## src/rtl/weight_comp_stream_feeder_pkg.sv

```systemverilog
// Shared types and derived constants for the weight-computation stream feeder.
package weight_comp_stream_feeder_pkg;

    typedef enum logic [1:0] {
        ST_IDLE,
        ST_STREAM,
        ST_DRAIN,
        ST_DONE
    } feeder_state_e;

    // Chunks per vector; WEIGHT_AMOUNT must be a multiple of INPUT_AMOUNT.
    function automatic int calc_chunks(input int weight_amount, input int input_amount);
        return weight_amount / input_amount;
    endfunction

    // The MSB of the result bus flags a valid result.
    function automatic int result_flag_bit(input int result_width);
        return result_width;
    endfunction

endpackage

```

## src/rtl/weight_comp_stream_feeder_fifo.sv

```systemverilog
// Synchronous chunk FIFO; an extra pointer bit separates full from empty.
module feeder_fifo #(
    parameter int WIDTH = 32,
    parameter int DEPTH = 4
) (
    input  logic             clk,
    input  logic             rst,
    input  logic             push,
    input  logic             pop,
    input  logic [WIDTH-1:0] din,
    output logic [WIDTH-1:0] dout,
    output logic             full,
    output logic             empty
);
    localparam int AW = (DEPTH > 1) ? $clog2(DEPTH) : 1;

    logic [WIDTH-1:0] mem_q [DEPTH];
    logic [AW:0]      wr_q, wr_d;
    logic [AW:0]      rd_q, rd_d;
    logic             do_push, do_pop;

    assign empty   = (wr_q == rd_q);
    assign full    = (wr_q[AW] != rd_q[AW]) && (wr_q[AW-1:0] == rd_q[AW-1:0]);
    assign dout    = mem_q[rd_q[AW-1:0]];
    assign do_push = push && !full;
    assign do_pop  = pop && !empty;
    assign wr_d    = do_push ? wr_q + 1'b1 : wr_q;
    assign rd_d    = do_pop  ? rd_q + 1'b1 : rd_q;

    always_ff @(posedge clk) begin
        if (rst) begin
            wr_q <= '0;
            rd_q <= '0;
        end else begin
            wr_q <= wr_d;
            rd_q <= rd_d;
        end
    end

    // Storage carries no reset; stale entries are unreachable once pointers clear.
    always_ff @(posedge clk) begin
        if (do_push) mem_q[wr_q[AW-1:0]] <= din;
    end

endmodule

```

## src/rtl/weight_comp_stream_feeder.sv

```systemverilog
// Buffers source chunks and drives the first cell of a weight-computation chain,
// sequencing one frame of vectors, draining the chain, then pulsing done.
module weight_comp_stream_feeder
    import weight_comp_stream_feeder_pkg::*;
#(
    parameter int DATA_WIDTH    = 8,
    parameter int RESULT_WIDTH  = 16,
    parameter int WEIGHT_AMOUNT = 4,
    parameter int INPUT_AMOUNT  = 4,
    parameter int CHAIN_LENGTH  = 4,
    parameter int FIFO_DEPTH    = 4,
    parameter int COUNT_WIDTH   = 16
) (
    input  logic                             clk,
    input  logic                             rst,
    input  logic                             start,
    input  logic [COUNT_WIDTH-1:0]           num_vectors,
    output logic                             busy,
    output logic                             done,
    input  logic [INPUT_AMOUNT*DATA_WIDTH-1:0] s_data,
    input  logic                             s_valid,
    output logic                             s_ready,
    output logic [DATA_WIDTH-1:0]            out_index,
    output logic [INPUT_AMOUNT*DATA_WIDTH-1:0] out_value,
    output logic [RESULT_WIDTH:0]            out_result,
    output logic                             out_enable
);
    localparam int CHUNKS = calc_chunks(WEIGHT_AMOUNT, INPUT_AMOUNT);
    localparam int CW     = INPUT_AMOUNT * DATA_WIDTH;
    localparam int TW     = COUNT_WIDTH + $clog2(CHUNKS) + 1;
    localparam int DRW    = $clog2(CHAIN_LENGTH + 2);

    feeder_state_e          state_q, state_d;
    logic [COUNT_WIDTH-1:0] num_q, num_d;
    logic [COUNT_WIDTH-1:0] vec_q, vec_d;
    logic [TW-1:0]          total_q, total_d;
    logic [TW-1:0]          acc_q, acc_d;
    logic [DATA_WIDTH-1:0]  idx_q, idx_d;
    logic [DRW-1:0]         drain_q, drain_d;

    logic                   en_q;
    logic [DATA_WIDTH-1:0]  oidx_q;
    logic [CW-1:0]          oval_q;

    logic                   fifo_full, fifo_empty;
    logic [CW-1:0]          fifo_dout;
    logic                   push, pop, last_pop;

    feeder_fifo #(
        .WIDTH (CW),
        .DEPTH (FIFO_DEPTH)
    ) u_fifo (
        .clk   (clk),
        .rst   (rst),
        .push  (push),
        .pop   (pop),
        .din   (s_data),
        .dout  (fifo_dout),
        .full  (fifo_full),
        .empty (fifo_empty)
    );

    assign s_ready    = (state_q == ST_STREAM) && !fifo_full && (acc_q < total_q);
    assign push       = s_valid && s_ready;
    assign pop        = (state_q == ST_STREAM) && !fifo_empty;
    assign last_pop   = pop && (idx_q == DATA_WIDTH'(CHUNKS - 1))
                            && (vec_q == num_q - COUNT_WIDTH'(1));
    assign busy       = (state_q != ST_IDLE);
    assign done       = (state_q == ST_DONE);
    assign out_enable = en_q;
    assign out_index  = oidx_q;
    assign out_value  = oval_q;
    assign out_result = '0;

    always_comb begin
        state_d = state_q;
        num_d   = num_q;
        vec_d   = vec_q;
        total_d = total_q;
        acc_d   = acc_q;
        idx_d   = idx_q;
        drain_d = drain_q;
        case (state_q)
            ST_IDLE: begin
                if (start) begin
                    num_d   = num_vectors;
                    total_d = TW'(num_vectors) * TW'(CHUNKS);
                    acc_d   = '0;
                    vec_d   = '0;
                    idx_d   = '0;
                    state_d = (num_vectors == '0) ? ST_DONE : ST_STREAM;
                end
            end
            ST_STREAM: begin
                if (push) acc_d = acc_q + TW'(1);
                if (pop) begin
                    if (idx_q == DATA_WIDTH'(CHUNKS - 1)) begin
                        idx_d = '0;
                        vec_d = vec_q + COUNT_WIDTH'(1);
                    end else begin
                        idx_d = idx_q + DATA_WIDTH'(1);
                    end
                end
                if (last_pop) begin
                    state_d = ST_DRAIN;
                    drain_d = DRW'(CHAIN_LENGTH + 1);
                end
            end
            ST_DRAIN: begin
                // Leave once the count reaches zero: CHAIN_LENGTH+1 drain cycles.
                drain_d = drain_q - DRW'(1);
                if (drain_q <= DRW'(1)) state_d = ST_DONE;
            end
            ST_DONE:  state_d = ST_IDLE;
            default:  state_d = ST_IDLE;
        endcase
    end

    always_ff @(posedge clk) begin
        if (rst) begin
            state_q <= ST_IDLE;
            num_q   <= '0;
            vec_q   <= '0;
            total_q <= '0;
            acc_q   <= '0;
            idx_q   <= '0;
            drain_q <= '0;
            en_q    <= 1'b0;
            oidx_q  <= '0;
            oval_q  <= '0;
        end else begin
            state_q <= state_d;
            num_q   <= num_d;
            vec_q   <= vec_d;
            total_q <= total_d;
            acc_q   <= acc_d;
            idx_q   <= idx_d;
            drain_q <= drain_d;
            en_q    <= pop;
            oidx_q  <= pop ? idx_q : '0;
            oval_q  <= pop ? fifo_dout : '0;
        end
    end

endmodule

```

## config.mk

```make
export PLATFORM = sky130hd
export DESIGN_NAME = weight_comp_stream_feeder
export DESIGN_NICKNAME = d
export VERILOG_FILES = /design/src/rtl/weight_comp_stream_feeder_pkg.sv /design/src/rtl/weight_comp_stream_feeder_fifo.sv /design/src/rtl/weight_comp_stream_feeder.sv
export SDC_FILE = /design/constraint.sdc
export NUM_CORES = 1
export LEC_CHECK = 0
export ABC_AREA = 0
export ABC_CLOCK_PERIOD_IN_PS = 4460
export CORE_ASPECT_RATIO = 0.8
export CORE_MARGIN = 2
export CORE_UTILIZATION = 61
export CTS_BUF_LIST = sky130_fd_sc_hd__clkbuf_4 sky130_fd_sc_hd__clkbuf_8 sky130_fd_sc_hd__clkbuf_16
export CTS_CLUSTER_DIAMETER = 80
export CTS_CLUSTER_SIZE = 16
export DETAILED_ROUTE_END_ITERATION = 10
export GPL_TIMING_DRIVEN = 0
export PLACE_DENSITY = 0.86
export SLEW_MARGIN = 20
export SYNTH_ARGS = -nofsm -noshare
export SYNTH_HDL_FRONTEND = slang
export SYNTH_SLANG_ARGS = --single-unit
```

## constraint.sdc

```tcl
create_clock -name clk -period 4.46 [get_ports clk]
set_clock_uncertainty 0.05 [all_clocks]
set_input_delay 1.115 -clock clk [delete_from_list [all_inputs] [get_ports clk]]
set_output_delay 1.115 -clock clk [all_outputs]
set_load 0.01 [all_outputs]
```

[Word-level counts from Yosys, hierarchy flattened]
Memory sizes are Yosys's and may differ from the RTL's. A register that Yosys moved wholly into a read port is not among the register bits.
Index checks and enable logic that the tools add are counted.
Storage, ports and cells
  register bits after elaboration: 77
  memory bits (writable): 128
  input port bits: 52
  output and inout port bits: 61
  word-level logic and storage cells: 78
  memories kept: 1
Memories
  u_fifo.mem_q: words 4, width 32, rd ports 1, clocked after memory_dff 1, wr ports 1, line weight_comp_stream_feeder_fifo.sv:17  | logic [WIDTH-1:0] mem_q [DEPTH];
Cells by class
  add/subtract/negate cells: 7
  order comparisons: 2
  equality and inequality tests: 13
  multiplexer cells: 20
  bitwise gates (word level): 1
  reduce and logical (&&, ||, !) cells: 24
Operators with widths (number)
  2-to-1 mux 16 bit: 3
  2-to-1 mux 17 bit: 2
  one-hot mux 17 bit (2 select lines): 1
  one-hot mux 16 bit (2 select lines): 1
  2-to-1 mux 8 bit: 3
  adder 17 x 1 -> 17 bit, second input constant: 1
  < comparator 17 x 16 -> 1 bit: 1
  adder 16 x 1 -> 16 bit, second input constant: 1
  equality test 16 bit: 1
  logical NOT 16 bit: 1
  one-hot mux 8 bit (2 select lines): 1
  subtractor 16 x 1 -> 16 bit, second input constant: 1
  logical AND 1 bit: 9
  AND reduction 3 bit: 3
  adder 8 x 1 -> 8 bit, second input constant: 1
  logical NOT 8 bit: 1
  2-to-1 mux 2 bit: 4
  inequality test 2 bit, second input constant: 4
  one-hot mux 2 bit (4 select lines): 1
  adder 3 x 1 -> 3 bit, second input constant: 2
  one-hot mux 3 bit (2 select lines): 1
  nonzero test 2 bit: 3
  equality test 2 bit, second input constant: 2
  inequality test 2 x 1 -> 1 bit, second input constant: 2
  14 further kinds: 17

[Logic depth before layout (Yosys ltp)]
Gate-level depths: netlist of the first run.
  word-level depth: 9
  gate-level depth with buffers: 12
  depth with buffers taken out: 10

[Cells and area by module]
A second synthesis of the first run with hierarchy kept.
Second synthesis, totals
  cells, all modules: 831
  area total of the unflattened synthesis: 10306.1 um2
By module, submodules not included
  feeder_fifo: times used 1, cells an instance 235, area each 5177.5 um2, seq. area each 4003.8 um2
  weight_comp_stream_feeder: times used 1, cells an instance 596, area each 5128.7 um2, seq. area each 2062.0 um2

[Worst setup path after synthesis of the first run]
Ideal clock, no wire load.
  kind: register to register
  start point: register, netlist name num_q[14]
  end point: memory u_fifo.mem_q[3][0] (enable)
  library setup time: 394 ps
  data arrival time: 2557 ps
  data required time: 4016 ps
  slack: 1460 ps
  stages on the path, launching flop included: 8
  path buffers: 0
  clock period less this slack: 3000 ps
  path through: dfxtp_1 -> inv_1 -> ha_1 -> a21o_1 -> a2111o_1 -> a21oi_1 -> o311a_1 -> and3_1
RTL lines (line)
  end: declaration: weight_comp_stream_feeder_fifo.sv:17

==> run_results.csv, run 1 <==
group,metric,value,unit
timing,fmax,240.0,MHz
floorplan,die_area,17560,um2
layout,area.sequential,6026,um2
timing,fin_crit,4.167,ns
timing,setup_violations,0,
floorplan,rows,41,
power,leakagePower,0.004310,uW
yosys,synth_top_area_share,38.17,%
critical_path,cp-start-kind,"register",
timing,relSlewSlack,38.94,%
critical_path,cp.required,3.29,ns
placement,port_buffers,95,
routing,via_count,6694,
layout,nNetsFinal,1012,
critical_path,crit_path_max_fanout,7,
routing,ant_nets,0,
clock_network,clock_path_buffers,3,
routing,wl_met2,10.32,mm
global_route,grt_pass1_wl,33.63,mm
placement,gp_congestion,0.9181,
layout,post-route-util,75.36,%
critical_path,cp.arrival,3.00,ns
yosys,synthTopCellsByCount,"128 x edfxtp_1, 109 x dfxtp_1, 64 x nand2_1, 55 x nor2_1, 42 x and2_1",
floorplan,initial_core_util,63.12,%
job,drv_cap,0,
clock_network,cts.htree.levels,1,
global_route,grt_max_degree,24,
timing,fin_crit_sh,93.43,%
status,status,"finished clean",
yosys,synth_top_cell_by_area,"edfxtp_1",
clock_network,cts_resized,0,
floorplan,core,15950,um2
placement,place_inst,1124,
timing,fin_tns_setup,0,ns
global_route,grt_antenna_before_repair,0,
yosys,syn_inst,794,
yosys,yosys_warnings,0,
routing,wl,21.53,mm
routing,drc,0,
timing,rsz0062_at_grt,"no",
clock_network,cts-root-buf,"clkbuf_16",
critical_path,cp-end-kind,"output port",
routing,via_per_inst,5.796,
yosys,synthArstFlopShare,0,%
layout,n_fill_cell,955,
clock_network,cts_sinks,237,
global_route,grt_use_total,24.59,%
global_route,grt_pass1_vias,6346,
layout,fin_cells,1155,
power,ir_worst_vdd,0.3445,mV
floorplan,die_y,118.9,um
routing,wl_met3,1.546,mm
yosys,synth.area.top_cells,"edfxtp_1 38%, dfxtp_1 22%, mux4_2 7.2%",
floorplan,die_x,147.7,um
clock_network,clk_latency,0.49,ns
placement,hpwlAfterDp,14.88,mm
global_route,overflow,0,
clock_network,cts_buffers,18,
yosys,syn_avg_cell_area,12.68,um2
yosys,ys_ff_latch,237,
hold_path,hold_path_class,"reg2reg",
yosys,yosysMostFrequentCell,"edfxtp_1",
floorplan,ios,113,
yosys,yosys_most_used_dff,"edfxtp_1",
layout,multi_input_area,3729,um2
clock_network,post-cts-setup-buffer-count,0,
critical_path,critical_path_class,"reg2out",
yosys,synth_cell_types,65,
routing,drt_iter0_drc,525,
clock_network,clk_pin_slew,0.07,ns
routing,dr.pass1.iters,5,
routing,wl_met1,9.294,mm
yosys,ys_seq_area_share,59.83,%
yosys,synth_edf_count,128,
layout,layout-area-overhead-vs-synth,19.38,%
clock_network,postCtsHoldBufs,0,
layout,layout-drive-gt1-share,11.81,%
power,power_density,438.9,nW/um2
routing,top_signal_layer_used,"met4",
yosys,netlist_area,10070,um2
timing,worst_pin_slew,0.9159,ns
routing,wl_per_cell,18.64,um
timing,drv_slew,0,
timing,hold_viol_final,0,
layout,diodes,0,
clock_network,cts_tree,"done",
-- metrics by stage --
step | power, uW | hold slack, ns | cell area, um2 | setup slack [ns]
after global placement | 3668 | 0.4174 | 11350 | 0.7655
after global routing | 5499 | 0.4728 | 12020 | 0.1415
after detailed placement | 3718 | 0.4321 | 11450 | 0.6729
final | 5277 | 0.4409 | 12020 | 0.2928
after floorplan | 3350 | 0.3995 | 10130 | 1.460
after CTS | 5285 | 0.4414 | 12020 | 0.2940
-- report_power, final --
group / switching [uW] / internal [uW] / total, uW / leakage [uW]
combinational: 701 / 498 / 1200 / 0.00198
sequential: 85.5 / 2420 / 2500 / 0.00204
clock: 698 / 876 / 1570 / 0.000292
total: 1480 / 3790 / 5280 / 0.00431
-- registers in the layout, indices dropped and copies added, names as in the netlist --
name / flops
u_fifo.mem_q: 128
out_value: 32
acc_q: 17
num_q: 16
vec_q: 16
idx_q: 8
out_index: 8
drain_q: 3
u_fifo.rd_q: 3
u_fifo.wr_q: 3
state_q: 2
out_enable: 1
-- worst max-delay path, stage by stage (launching register included) --
cell	delay, ns
dfxtp_1	0.54
inv_1	0.11
ha_1	0.33
and4_1	0.23
o2111a_1	0.14
o21ai_0	0.15
a21o_1	0.25
o311a_1	0.23
clkdlybuf4s50_1	0.54
-- cells by family after synthesis --
| kind of cell | after synthesis | share of synthesized area [%] |
|---|---|---|
| compound gates | 98 | 6.535 |
| xor+xnor | 53 | 4.609 |
| fa+ha+maj | 31 | 3.851 |
| buf+inv | 78 | 3.789 |
| flops | 237 | 59.83 |
| mux | 36 | 7.554 |
| other cells | 1 | 0.03724 |
| simple gates | 260 | 13.79 |
-- cell usage in the layout, fill, tap and decap left out, drive strengths merged, types with 2 or more instances in the layout --
master / n
edfxtp: 128
nor2: 56
a31oi: 2
a41oi: 7
conb: 17
nand4: 16
nor3b: 2
buf: 31
a21oi: 37
or2: 2
nor4b: 5
mux2i: 4
and2: 42
mux4: 32
o32ai: 2
nand3: 17
nor4: 10
a31o: 2
or3: 10
o311a: 5
xnor2: 18
o21ai: 22
clkbuf: 50
a21o: 9
nor3: 11
and4: 5
ha: 31
o311ai: 2
nand4b: 2
dfxtp: 109
xor2: 35
nand2b: 2
nand2: 64
inv: 32
and3: 13
clkdlybuf4s50: 95
-- metal layers --
| layer | vias to the layer above | global-route usage (%) |
|---|---|---|
| li1 | 3135 | - |
| met1 | 3262 | 34.40 |
| met2 | 268 | 39.59 |
| met3 | 29 | 5.364 |
| met4 | 0 | 6.250 |
| met5 | - | 0 |
-- final timing paths --
path	startpoint	to	slack, ns	cells after the start
setup / recovery	num_q[6]$_SDFFE_PP0P_	s_ready	0.29	8
hold / removal	num_q[11]$_SDFFE_PP0P_	num_q[11]$_SDFFE_PP0P_	0.44	2
setup reg to reg	state_q[1]$_SDFFE_PP0P_	vec_q[15]$_SDFFE_PP0P_	1.36	10
hold reg to reg	num_q[11]$_SDFFE_PP0P_	num_q[11]$_SDFFE_PP0P_	0.44	2
-- area by class of cell --
| cell class | count | area share [%] |
|---|---|---|
| flip-flops and latches | 237 | 50.12 |
| inverters | 32 | 0.9991 |
| plain buffers | 46 | 2.175 |
| multi-input cells | 495 | 31.01 |
| repair buffers | 99 | 8.700 |
| clock buffers | 31 | 4.756 |
| well taps | 215 | 2.237 |
Note: power is estimated with default switching activity, not from simulation.
==> inputs of run 2 (changes only) <==
--- a/config.mk
+++ b/config.mk
@@ -14,6 +14,7 @@
 export CTS_CLUSTER_DIAMETER = 80
 export CTS_CLUSTER_SIZE = 16
 export DETAILED_ROUTE_END_ITERATION = 10
+export GPL_ROUTABILITY_DRIVEN = 0
 export GPL_TIMING_DRIVEN = 0
 export PLACE_DENSITY = 0.86
 export SLEW_MARGIN = 20
==> results of run 2 <==
Same layout as run 1: the final DEF is identical, and so are final timing and power.
==> inputs of run 3 (changes only) <==
--- a/config.mk
+++ b/config.mk
@@ -7,7 +7,7 @@
 export LEC_CHECK = 0
 export ABC_AREA = 0
 export ABC_CLOCK_PERIOD_IN_PS = 4460
-export CORE_ASPECT_RATIO = 0.8
+export CORE_ASPECT_RATIO = 1.25
 export CORE_MARGIN = 2
 export CORE_UTILIZATION = 61
 export CTS_BUF_LIST = sky130_fd_sc_hd__clkbuf_4 sky130_fd_sc_hd__clkbuf_8 sky130_fd_sc_hd__clkbuf_16
@@ -17,6 +17,7 @@
 export GPL_ROUTABILITY_DRIVEN = 0
 export GPL_TIMING_DRIVEN = 0
 export PLACE_DENSITY = 0.86
+export REMOVE_ABC_BUFFERS = 1
 export SLEW_MARGIN = 20
 export SYNTH_ARGS = -nofsm -noshare
 export SYNTH_HDL_FRONTEND = slang
==> run 3 against run 2 <==
Net effect:
- die area unchanged
- worst setup slack got worse by 0.084 ns
- largest cell class unchanged
- critical path type unchanged
- non-clock buffer count decreased by 44
- utilization decreased by 2.5 points
- critical path depth decreased by 1
==> run_results.csv, run 3 (synthesized netlist as in run 1, its figures left out) <==
group,metric,value,unit
global_route,overflow,0,
timing,hold_ws,0.4300,ns
timing,drv_slew,0,
status,status,"finished clean",
placement,hpwlAfterDp,14.07,mm
timing,fin_tns_setup,0,ns
floorplan,ios,113,
clock_network,cts_sinks,237,
placement,port_buffers,95,
hold_path,hold_path_class,"reg2reg",
layout,final_area,11810,um2
critical_path,crit_path_max_fanout,9,
timing,setup_violations,0,
timing,fin_crit_sh,95.32,%
clock_network,cts_tree,"done",
clock_network,cts_resized,0,
critical_path,worstPathCellList,"inv_1, ha_1, inv_2, a2111o_1, a21oi_1, o311a_1, clkdlybuf4s50_1",
floorplan,die_y,147.7,um
job,drv_cap,0,
critical_path,crit_family,"buffers and inverters",
power,ir_worst_vdd,0.4435,mV
global_route,grt_use_total,24.52,%
global_route,grt_max_degree,40,
layout,post-route-util,72.88,%
floorplan,rows,52,
critical_path,critical_path_class,"reg2out",
timing,worst_pin_slew,0.7685,ns
floorplan,initial_core_util,62.16,%
layout,layout_commonest_cell,"edfxtp_1",
clock_network,cts-root-buf,"clkbuf_16",
routing,wl_per_cell,18.99,um
placement,placed_area,11240,um2
critical_path,cp-start-kind,"register",
clock_network,cts_buffers,18,
layout,diodes,0,
routing,drc,0,
routing,dr.pass1.iters,6,
routing,via_count,6575,
timing,hold_viol_final,0,
critical_path,r2r_slack,1.13,ns
timing,fin_crit,4.251,ns
critical_path,cp_slowest_stage_delay,0.55,ns
power,power_density,444.0,nW/um2
global_route,grt_pass1_wl,34.01,mm
routing,drt_iter0_drc,519,
layout,nNetsFinal,968,
clock_network,postCtsHoldBufs,0,
routing,wl,21.13,mm
layout,layout-drive-gt1-share,10.48,%
layout,n_fill_cell,1020,
critical_path,timing.critical_path.buf_inv,3,
critical_path,cp.arrival,3.09,ns
layout,multi_input_area,3740,um2
critical_path,cp-end-kind,"output port",
floorplan,die_x,118.9,um
timing,rsz0062_at_grt,"no",
clock_network,clock_path_buffers,3,
layout,layout-area-overhead-vs-synth,17.24,%
timing,fmax,235.2,MHz
routing,ant_nets,0,
global_route,grt_antenna_before_repair,0,
critical_path,cp.required,3.29,ns
clock_network,cts.htree.levels,1,
power,leakagePower,0.004175,uW
floorplan,die_area,17560,um2
layout,area.sequential,6031,um2
critical_path,critPathSlowestCell,"ha_1",
layout,largest_reg_flops,128,
clock_network,post-cts-setup-buffer-count,0,
floorplan,core,16200,um2
routing,via_per_inst,5.907,
layout,final_cell_mix,"128 x edfxtp_1, 107 x dfxtp_1, 94 x clkdlybuf4s50_1",
clock_network,clk_latency,0.49,ns
clock_network,clk_pin_slew,0.07,ns
global_route,grt_pass1_vias,6464,
timing,relSlewSlack,48.42,%
## run 3: cell types whose count changed in the layout (fill, tap and decap cells not counted), sizes merged
cell,previous run,this run
clkdlybuf4s50,95,94
clkinv,0,1
clkbuf,50,31
buf,31,7
## run 3: power by group
part | switching [uW] | internal, uW
combinational | 654 | 472
clock | 715 | 869
sequential | 112 | 2420
total | 1480 | 3760
## run 3: worst paths after layout
kind,cells after the start,end,start
setup / recovery,7,s_ready,state_q[1]$_SDFFE_PP0P_
hold / removal,2,num_q[11]$_SDFFE_PP0P_,num_q[11]$_SDFFE_PP0P_
setup reg to reg,10,acc_q[12]$_SDFFE_PP0P_,state_q[1]$_SDFFE_PP0P_
hold reg to reg,2,num_q[11]$_SDFFE_PP0P_,num_q[11]$_SDFFE_PP0P_
## run 3: per-stage QoR
stage | worst slack (ns) | cells | power, uW
finish | 0.2085 | 1113 | 5243
detailed placement | 0.4687 | 1081 | 3686
global route | 0.1111 | 1113 | 5470
CTS | 0.2203 | 1113 | 5256
floorplan | 0.8144 | 764 | 3305
global placement | -0.7884 | 1075 | 3621
## run 3: cell type report
type                            count  area share (%)
Sequential cell                   237           51.08
Multi-Input combinational cell    495           31.67
Timing Repair Buffer              101           9.113
Clock buffer                       31           4.790
Tap cell                          216           2.289
Inverter                           32           1.017
Clock inverter                      1         0.04239
## run 3: routing by layer
layer,vias up,GRT usage (%),share of wire [%]
li1,3035,-,-
met1,3239,30.04,39
met2,248,44.94,53
met3,53,2.816,5.1
met4,0,8.452,3.1
met5,-,0,0
## run 3: worst register-to-register path, cell delays in order (launching register included)
cell and delay (ns):
dfxtp_1 0.33, inv_1 0.09, ha_1 0.55, inv_2 0.24, a2111o_1 0.41, a21oi_1 0.19
o311a_1 0.32, a21o_1 0.43, nor4b_1 0.38, xnor2_1 0.17, nor2_1 0.05
